File: src/rtl/tl_light_monitor.sv
// Receive-side safety monitor for the traffic-light code: reconstructs the
// 8-phase controller sequence from (La, Lb) and reports conflicts, illegal steps and stuck phases.
module tl_light_monitor #(
  parameter int MAX_DWELL = 16,
  parameter int DWELL_W   = 8
) (
  input  logic               clk,
  input  logic               reset_n,
  input  logic [1:0]         La,
  input  logic [1:0]         Lb,
  output logic               locked,
  output logic [2:0]         phase,
  output logic [DWELL_W-1:0] dwell,
  output logic               err,
  output logic [1:0]         err_code,
  output logic [7:0]         err_cnt,
  output logic [7:0]         cycle_cnt
);

  typedef enum logic {SYNC = 1'b0, LOCK = 1'b1} state_t;

  localparam logic [1:0] RED = 2'b00, YEL = 2'b01, GRN = 2'b10, LFT = 2'b11;
  localparam logic [1:0] ERR_NONE = 2'b00, ERR_ILLEGAL = 2'b01,
                         ERR_CONFLICT = 2'b10, ERR_TIMEOUT = 2'b11;

  state_t             state, state_n;
  logic [2:0]         phase_n;
  logic [DWELL_W-1:0] dwell_n;
  logic               err_n;
  logic [1:0]         err_code_n;
  logic [7:0]         err_cnt_n;
  logic [7:0]         cycle_cnt_n;
  logic [3:0]         pair;

  // Expected {La,Lb} for each phase of the sequence.
  function automatic logic [3:0] pattern(input logic [2:0] p);
    case (p)
      3'd0:    pattern = {GRN, RED};
      3'd1:    pattern = {YEL, RED};
      3'd2:    pattern = {LFT, RED};
      3'd3:    pattern = {YEL, RED};
      3'd4:    pattern = {RED, GRN};
      3'd5:    pattern = {RED, YEL};
      3'd6:    pattern = {RED, LFT};
      default: pattern = {RED, YEL};
    endcase
  endfunction

  function automatic logic [7:0] sat_inc(input logic [7:0] v);
    sat_inc = (v == 8'hFF) ? v : v + 8'd1;
  endfunction

  assign pair   = {La, Lb};
  assign locked = (state == LOCK);

  always_ff @(posedge clk or negedge reset_n) begin
    if (!reset_n) begin
      state     <= SYNC;
      phase     <= '0;
      dwell     <= '0;
      err       <= 1'b0;
      err_code  <= ERR_NONE;
      err_cnt   <= '0;
      cycle_cnt <= '0;
    end else begin
      state     <= state_n;
      phase     <= phase_n;
      dwell     <= dwell_n;
      err       <= err_n;
      err_code  <= err_code_n;
      err_cnt   <= err_cnt_n;
      cycle_cnt <= cycle_cnt_n;
    end
  end

  always_comb begin
    state_n     = state;
    phase_n     = phase;
    dwell_n     = dwell;
    err_n       = 1'b0;
    err_code_n  = ERR_NONE;
    err_cnt_n   = err_cnt;
    cycle_cnt_n = cycle_cnt;

    // Any error drops back to SYNC; conflict outranks everything else.
    if (La != RED && Lb != RED) begin
      state_n    = SYNC;
      phase_n    = '0;
      dwell_n    = '0;
      err_n      = 1'b1;
      err_code_n = ERR_CONFLICT;
      err_cnt_n  = sat_inc(err_cnt);
    end else if (state == SYNC) begin
      phase_n = '0;
      if (pair == pattern(3'd0)) begin
        state_n = LOCK;
        dwell_n = DWELL_W'(1);
      end else begin
        dwell_n = '0;
      end
    end else if (pair == pattern(phase)) begin
      if (dwell == DWELL_W'(MAX_DWELL)) begin
        state_n    = SYNC;
        phase_n    = '0;
        dwell_n    = '0;
        err_n      = 1'b1;
        err_code_n = ERR_TIMEOUT;
        err_cnt_n  = sat_inc(err_cnt);
      end else begin
        dwell_n = dwell + DWELL_W'(1);
      end
    end else if (pair == pattern(phase + 3'd1)) begin
      phase_n = phase + 3'd1;
      dwell_n = DWELL_W'(1);
      if (phase == 3'd7) cycle_cnt_n = cycle_cnt + 8'd1;
    end else begin
      state_n    = SYNC;
      phase_n    = '0;
      dwell_n    = '0;
      err_n      = 1'b1;
      err_code_n = ERR_ILLEGAL;
      err_cnt_n  = sat_inc(err_cnt);
    end
  end

endmodule
File: config.mk
export PLATFORM = sky130hd
export DESIGN_NAME = tl_light_monitor
export DESIGN_NICKNAME = d
export VERILOG_FILES = /design/src/rtl/tl_light_monitor.sv
export SDC_FILE = /design/constraint.sdc
export NUM_CORES = 1
export LEC_CHECK = 0
export BUFFER_PORTS_ARGS = -buffer_cell sky130_fd_sc_hd__buf_4
export CAP_MARGIN = 30
export CORE_MARGIN = 8
export CORE_UTILIZATION = 45
export DETAILED_ROUTE_END_ITERATION = 8
export HOLD_SLACK_MARGIN = 0.02
export PLACE_DENSITY = 0.72
export RECOVER_POWER = 100
export SLEW_MARGIN = 20
export SYNTH_ARGS = -nofsm -noshare
export SYNTH_HDL_FRONTEND = slang
export SYNTH_SLANG_ARGS = --single-unit
File: constraint.sdc
create_clock -name clk -period 3.25 [get_ports clk]
set_clock_uncertainty 0.1 [all_clocks]
set_input_delay 0.65 -clock clk [delete_from_list [all_inputs] [get_ports clk]]
set_output_delay 0.65 -clock clk [all_outputs]
set_load 0.02 [all_outputs]
==> results of run 1 <==
## power by group
group | switching, mW | internal, mW
logic | 0.139 | 0.0802
clock network | 0.143 | 0.248
registers | 0.0520 | 0.433
total | 0.334 | 0.761
## kinds of logic after synthesis
group                    after synthesis  synth area share [%]
flip-flops                            31                  45.3
AND/OR/NAND/NOR                       60                  21.3
XOR/XNOR                              23                  12.2
AO/OA/AOI/OAI                         19                  8.48
adder cells (fa/ha/maj)                9                  6.58
multiplexers                           3                  1.90
buffers and inverters                 13                  4.24
## worst max-delay path by stage
stage	startpoint	to	slack [ns]	cells after the start
after floorplan	phase[0]$_DFFE_PN0P_	err_cnt[1]$_DFFE_PN0P_	0.59	8
after global placement	phase[0]$_DFFE_PN0P_	err_cnt[1]$_DFFE_PN0P_	0.47	8
after detailed placement	phase[0]$_DFFE_PN0P_	err_cnt[1]$_DFFE_PN0P_	0.35	8
after CTS	phase[0]$_DFFE_PN0P_	err_cnt[1]$_DFFE_PN0P_	0.32	8
after global routing	phase[0]$_DFFE_PN0P_	err_cnt[1]$_DFFE_PN0P_	0.16	8
final	phase[0]$_DFFE_PN0P_	err_cnt[1]$_DFFE_PN0P_	0.33	8
## cells in the final DEF (no fill, tap or decap), types with 3 or more instances in the layout
| cell type | count |
|---|---|
| a21o_1 | 3 |
| and3_1 | 7 |
| and4_1 | 3 |
| buf_4 | 4 |
| clkbuf_1 | 32 |
| clkbuf_8 | 6 |
| dfrtp_1 | 31 |
| ha_1 | 9 |
| inv_1 | 8 |
| nand2_1 | 6 |
| nand3_1 | 12 |
| nand4_1 | 7 |
| nor2_1 | 13 |
| o21ai_0 | 4 |
| o22ai_1 | 3 |
| xnor2_1 | 13 |
| xor2_1 | 9 |
## state kept, by name (all words and copies together), names as in the netlist
signal	flops
cycle_cnt	8
dwell	8
err_cnt	8
phase	3
err_code	2
err	1
locked	1
## cells in the mapped netlist (all sizes together) (2+ instances only)
cell / n
and3: 7
and4: 3
ha: 9
buf: 4
a211oi: 2
xnor2: 13
a21o: 3
o22ai: 3
nand2: 6
o21ai: 4
dfrtp: 31
mux2: 2
inv: 8
nor4b: 3
nand4: 7
xor2: 10
nor4: 2
nand3: 12
nor2: 14
## routing by layer
layer  wire (µm)  share of wire [%]  up-vias  track usage [%]
met4          51                1.4        0             4.53
met1        1530                 41      647             15.1
met3         271                7.2        6             4.95
met2        1890                 51       52             21.9
li1            -                  -      634                -
met5           0                  0        -                0
## layout make-up
class                           instances  area (µm²)
Fill cell                             349        1680
Sequential cell                        31         776
Clock buffer                            6        82.6
Clock inverter                          2        35.0
Tap cell                               48        60.1
Multi-Input combinational cell        114         850
Inverter                                8        30.0
Timing Repair Buffer                   36         150
==> results by group, run 1 <==
Detailed routing
  • Post-DRT Antenna Nets: 0
  • Vias/cell: 5.47
  • Drt drc: 0
  • Detailed Route Iter0 Violations: 55
  • Routed length per instance: 15.3 µm
  • Vias post-DR: 1339
  • Total Wirelength: 3740 µm
  • First-pass DRT Iterations: 4

Worst hold path
  • Hold Path End: err_cnt[5]$_DFFE_PN0P_
  • Hold path depth: 1
  • Min-delay src: err_cnt[5]$_DFFE_PN0P_
  • Worst hold path class: reg -> reg

STA
  • Final max-slew violation count: 32
  • Setup ws final: 0.329 ns
  • Part of the cycle the worst path needs: 89.9%
  • Final min period: 2.92 ns
  • Slew HR: -9.33%
  • Setup TNS: 0 ns
  • Least-Margin Pin Slew: 1.64 ns
  • Final setup violation count: 0
  • Max Freq: 342 MHz
  • Hold Slack: 0.391 ns
  • Final hold vios: 0
  • RSZ-0062 raised after global routing: false

Floorplanning
  • Die area: 6030 µm²
  • Initial Utilization: 46.8%
  • # rows: 22
  • Die width: 77.7 µm
  • Core area: 3660 µm²
  • IO Pins: 37
  • Die Ht: 77.7 µm

Synthesis
  • Post-synthesis cell area: 1710 µm²
  • Synth top area cells: dfrtp_1 45%, xnor2_1 6.7%, ha_1 6.6%
  • Synthesis warning total: 0
  • Net Count, Synth: 173
  • Yosys top cell by area: dfrtp_1
  • Synth cell types: 41
  • EDFF count, synth: 0
  • FFs w/ async S/R, synth: 100%
  • Ys flop type: dfrtp_1
  • Post-synth top area share: 45.3%
  • Sequential element share of the synthesized area: 45.3%
  • Flops & latches, synth: 31
  • Synth Area per Inst: 10.8 µm²
  • Cells after Synth: 158

Placed design
  • Pre-CTS WS: 0.347 ns
  • Dpl cells: 237
  • Port buffer count: 36
  • RePlAce Congestion: 0.853
  • HPWL after detailed placement: 2840 µm
  • Placed inst area: 2000 µm²

Layout
  • Cell Count, Final, Fillers Out: 245
  • Final instance area: 1980 µm²
  • Nets: 211
  • Layout cell share with drive strength beyond 1: 10.2%
  • Final core utilization: 54.2%
  • Area Growth Syn to Fin: 15.9%
  • Ant diodes: 0

Setup path
  • Critical path, cell by cell: ha_1 -> ha_1 -> and4b_1 -> a211oi_1 -> a21oi_1 -> nor4b_1 -> nor2_2 -> mux2_2
  • Worst r2r dst: err_cnt[1]$_DFFE_PN0P_
  • Startpoint Class: flip-flop
  • Flop2flop setup slack: 0.33 ns
  • WS Path Type: reg -> reg
  • Worst EP required: 3.32 ns
  • Critical path peak fanout: 13
  • CP most frequent cell: ha_1
  • CP max stage delay: 0.51 ns
  • CP max stage cell: dfrtp_1
  • Crit path DAT: 2.99 ns
  • Worst r2r src: phase[0]$_DFFE_PN0P_
  • CP top delay family: simple AND/OR/NAND/NOR gates
  • Reg2Reg Depth: 8
  • Number of buffers and inverters on the critical path: 0
  • Crit. End Element: flip-flop

Power
  • Leakage: 0.873 nW
  • Peak supply drop: 0.267 mV
  • Power, Total: 1.10 mW
  • PD cells: 552 nW/µm²

Global route
  • Pin count of the biggest net entering global routing: 32
  • Global-route wire length before repair: 6520 µm
  • GRT overflow: 0
  • Vias in the first global route: 1353
  • All-Layer GR Usage: 13.2%
  • Initial antenna violation count: 0

Job
  • Max cap viols: 1

CTS
  • CTS root buffer: clkbuf_8
  • CTS sink count: 31
  • Post-CTS Hold Buffers: 0
  • Max clock buf depth: 2
  • Post-cts resize count: 0
  • Post-CTS Setup Bufs: 0
  • CTS tree: yes
  • CTS Buf Count: 5
  • Worst skew pair latency: 0.28 ns
  • H-tree Lvls: 2
  • Register clock-pin slew on the reported worst setup and hold paths: 0.06 ns

Run status
  • Failing checks: capacitance limit, slew limit
  • Status: complete, but fails checks
No activity file was read; power rests on OpenSTA's default activity.
==> inputs of run 2 (changes only) <==
PLACE_DENSITY = 0.71   (was 0.72)
==> run 2 against run 1 <==
  * The flow still finishes with violations (capacitance limit, slew limit)
  * Wire length shrank 3.7%
  * Sequential power is essentially flat
  * Worst hold slack better by 0.0065 ns
  * Largest power group unchanged
  * Highest routed layer unchanged
==> results by group, run 2 (synthesis results as in run 1) <==
Detailed routing
  • Drt drc: 0
  • Routed length per instance: 14.7 µm
  • Vias/cell: 5.33
  • Vias post-DR: 1306
  • Post-DRT Antenna Nets: 0
  • Detailed Route Iter0 Violations: 30
  • Total Wirelength: 3600 µm
  • First-pass DRT Iterations: 4

Setup path
  • Worst EP required: 3.32 ns
  • Critical path peak fanout: 13
  • Crit path DAT: 2.97 ns
  • Reg2Reg Depth: 8
  • Startpoint Class: flip-flop
  • Crit. End Element: flip-flop
  • CP max stage delay: 0.51 ns
  • CP max stage cell: dfrtp_1
  • WS Path Type: reg -> reg
  • Worst r2r src: phase[0]$_DFFE_PN0P_
  • Critical path, cell by cell: ha_1 -> ha_1 -> and4b_1 -> a211oi_1 -> a21oi_1 -> nor4b_1 -> nor2_2 -> mux2_2
  • Worst r2r dst: err_cnt[1]$_DFFE_PN0P_
  • CP most frequent cell: ha_1
  • Flop2flop setup slack: 0.35 ns

CTS
  • Worst skew pair latency: 0.28 ns
  • H-tree Lvls: 2
  • Post-CTS Setup Bufs: 0
  • CTS sink count: 31
  • CTS Buf Count: 5
  • Register clock-pin slew on the reported worst setup and hold paths: 0.07 ns
  • Max clock buf depth: 2
  • CTS tree: yes
  • Post-cts resize count: 0
  • CTS root buffer: clkbuf_8
  • Post-CTS Hold Buffers: 0

Global route
  • GRT overflow: 0
  • Global-route wire length before repair: 6180 µm
  • All-Layer GR Usage: 12.5%
  • Vias in the first global route: 1313
  • Pin count of the biggest net entering global routing: 32
  • Initial antenna violation count: 0

Run status
  • Failing checks: capacitance limit, slew limit
  • Status: complete, but fails checks

STA
  • Setup TNS: 0 ns
  • Part of the cycle the worst path needs: 89.2%
  • Final max-slew violation count: 32
  • Slew HR: -6.79%
  • RSZ-0062 raised after global routing: false
  • Final hold vios: 0
  • Max Freq: 345 MHz
  • Final min period: 2.90 ns
  • Least-Margin Pin Slew: 1.60 ns
  • Final setup violation count: 0

Layout
  • Most frequent cells in the layout: 32 x clkbuf_1, 31 x dfrtp_1, 13 x nor2_1, 13 x xnor2_1, 12 x nand3_1
  • Final core utilization: 54.2%
  • Commonest non-fill, non-tap cell in the layout: clkbuf_1
  • Top flop regs: cycle_cnt x8, dwell x8, err_cnt x8
  • Ant diodes: 0
  • Nets: 211
  • Layout cell share with drive strength beyond 1: 10.2%
  • Area Growth Syn to Fin: 15.9%

Job
  • Max cap viols: 1

Floorplanning
  • IO Pins: 37
  • Die width: 77.7 µm
  • Die area: 6030 µm²
  • Core area: 3660 µm²
  • # rows: 22
  • Initial Utilization: 46.8%
  • Die Ht: 77.7 µm

Placed design
  • RePlAce Congestion: 0.833
  • Port buffer count: 36
  • HPWL after detailed placement: 2770 µm

Worst hold path
  • Hold Path End: err_cnt[5]$_DFFE_PN0P_
  • Hold path depth: 1
  • Min-delay src: err_cnt[5]$_DFFE_PN0P_
  • Worst hold path class: reg -> reg

Power
  • Power, Total: 1.09 mW
  • PD cells: 548 nW/µm²
  • Peak supply drop: 0.252 mV
  • Leakage: 0.873 nW
-- run 2: worst max path at each step --
stage                          from                        to  slack, ns  depth (start not counted)
6_report       phase[0]$_DFFE_PN0P_    err_cnt[1]$_DFFE_PN0P_       0.35                          8
5_1_grt        phase[0]$_DFFE_PN0P_  cycle_cnt[7]$_DFFE_PN0P_       0.21                          9
4_1_cts        phase[0]$_DFFE_PN0P_    err_cnt[1]$_DFFE_PN0P_       0.37                          8
3_5_place_dp   phase[0]$_DFFE_PN0P_    err_cnt[1]$_DFFE_PN0P_       0.37                          8
3_3_place_gp   phase[0]$_DFFE_PN0P_    err_cnt[1]$_DFFE_PN0P_       0.46                          8
2_1_floorplan  phase[0]$_DFFE_PN0P_    err_cnt[1]$_DFFE_PN0P_       0.59                          8
-- run 2: through the flow --
step           setup slack [ns]  hold slack [ns]  cells  area, µm²
2_1_floorplan             0.588            0.254    158       1710
3_3_place_gp              0.462            0.384    237       2000
3_5_place_dp              0.370            0.390    237       2000
4_1_cts                   0.368            0.202    245       2120
5_1_grt                   0.210            0.418    245       1980
6_report                  0.350            0.398    245       1980
-- run 2: final cells by class --
cell class                      instances  area (µm²)
Fill cell                             361        1680
Multi-Input combinational cell        114         850
Inverter                                8        30.0
Sequential cell                        31         776
Clock buffer                            6        82.6
Timing Repair Buffer                   36         150
Clock inverter                          2        35.0
Tap cell                               48        60.1
-- run 2: layer usage --
layer	vias up	routed length [µm]	track usage, %
met5	-	0	0
met4	0	44	4.91
met3	5	205	5.41
met2	29	1880	21.6
met1	636	1470	13.0
li1	636	-	-
-- run 2: critical path: cells and delay by family, from the launching register on --
family,cells,cell delay (ns)
simple gates,3,0.68
fa+ha+maj,2,0.61
flops,1,0.51
compound gates,2,0.50
mux,1,0.38
-- run 2: power breakdown --
part / leakage, nW / switching [mW] / total [mW] / internal, mW
registers: 0.414 / 0.0501 / 0.484 / 0.434
logic: 0.397 / 0.137 / 0.217 / 0.0795
clock network: 0.0612 / 0.138 / 0.386 / 0.248
total: 0.873 / 0.325 / 1.09 / 0.761
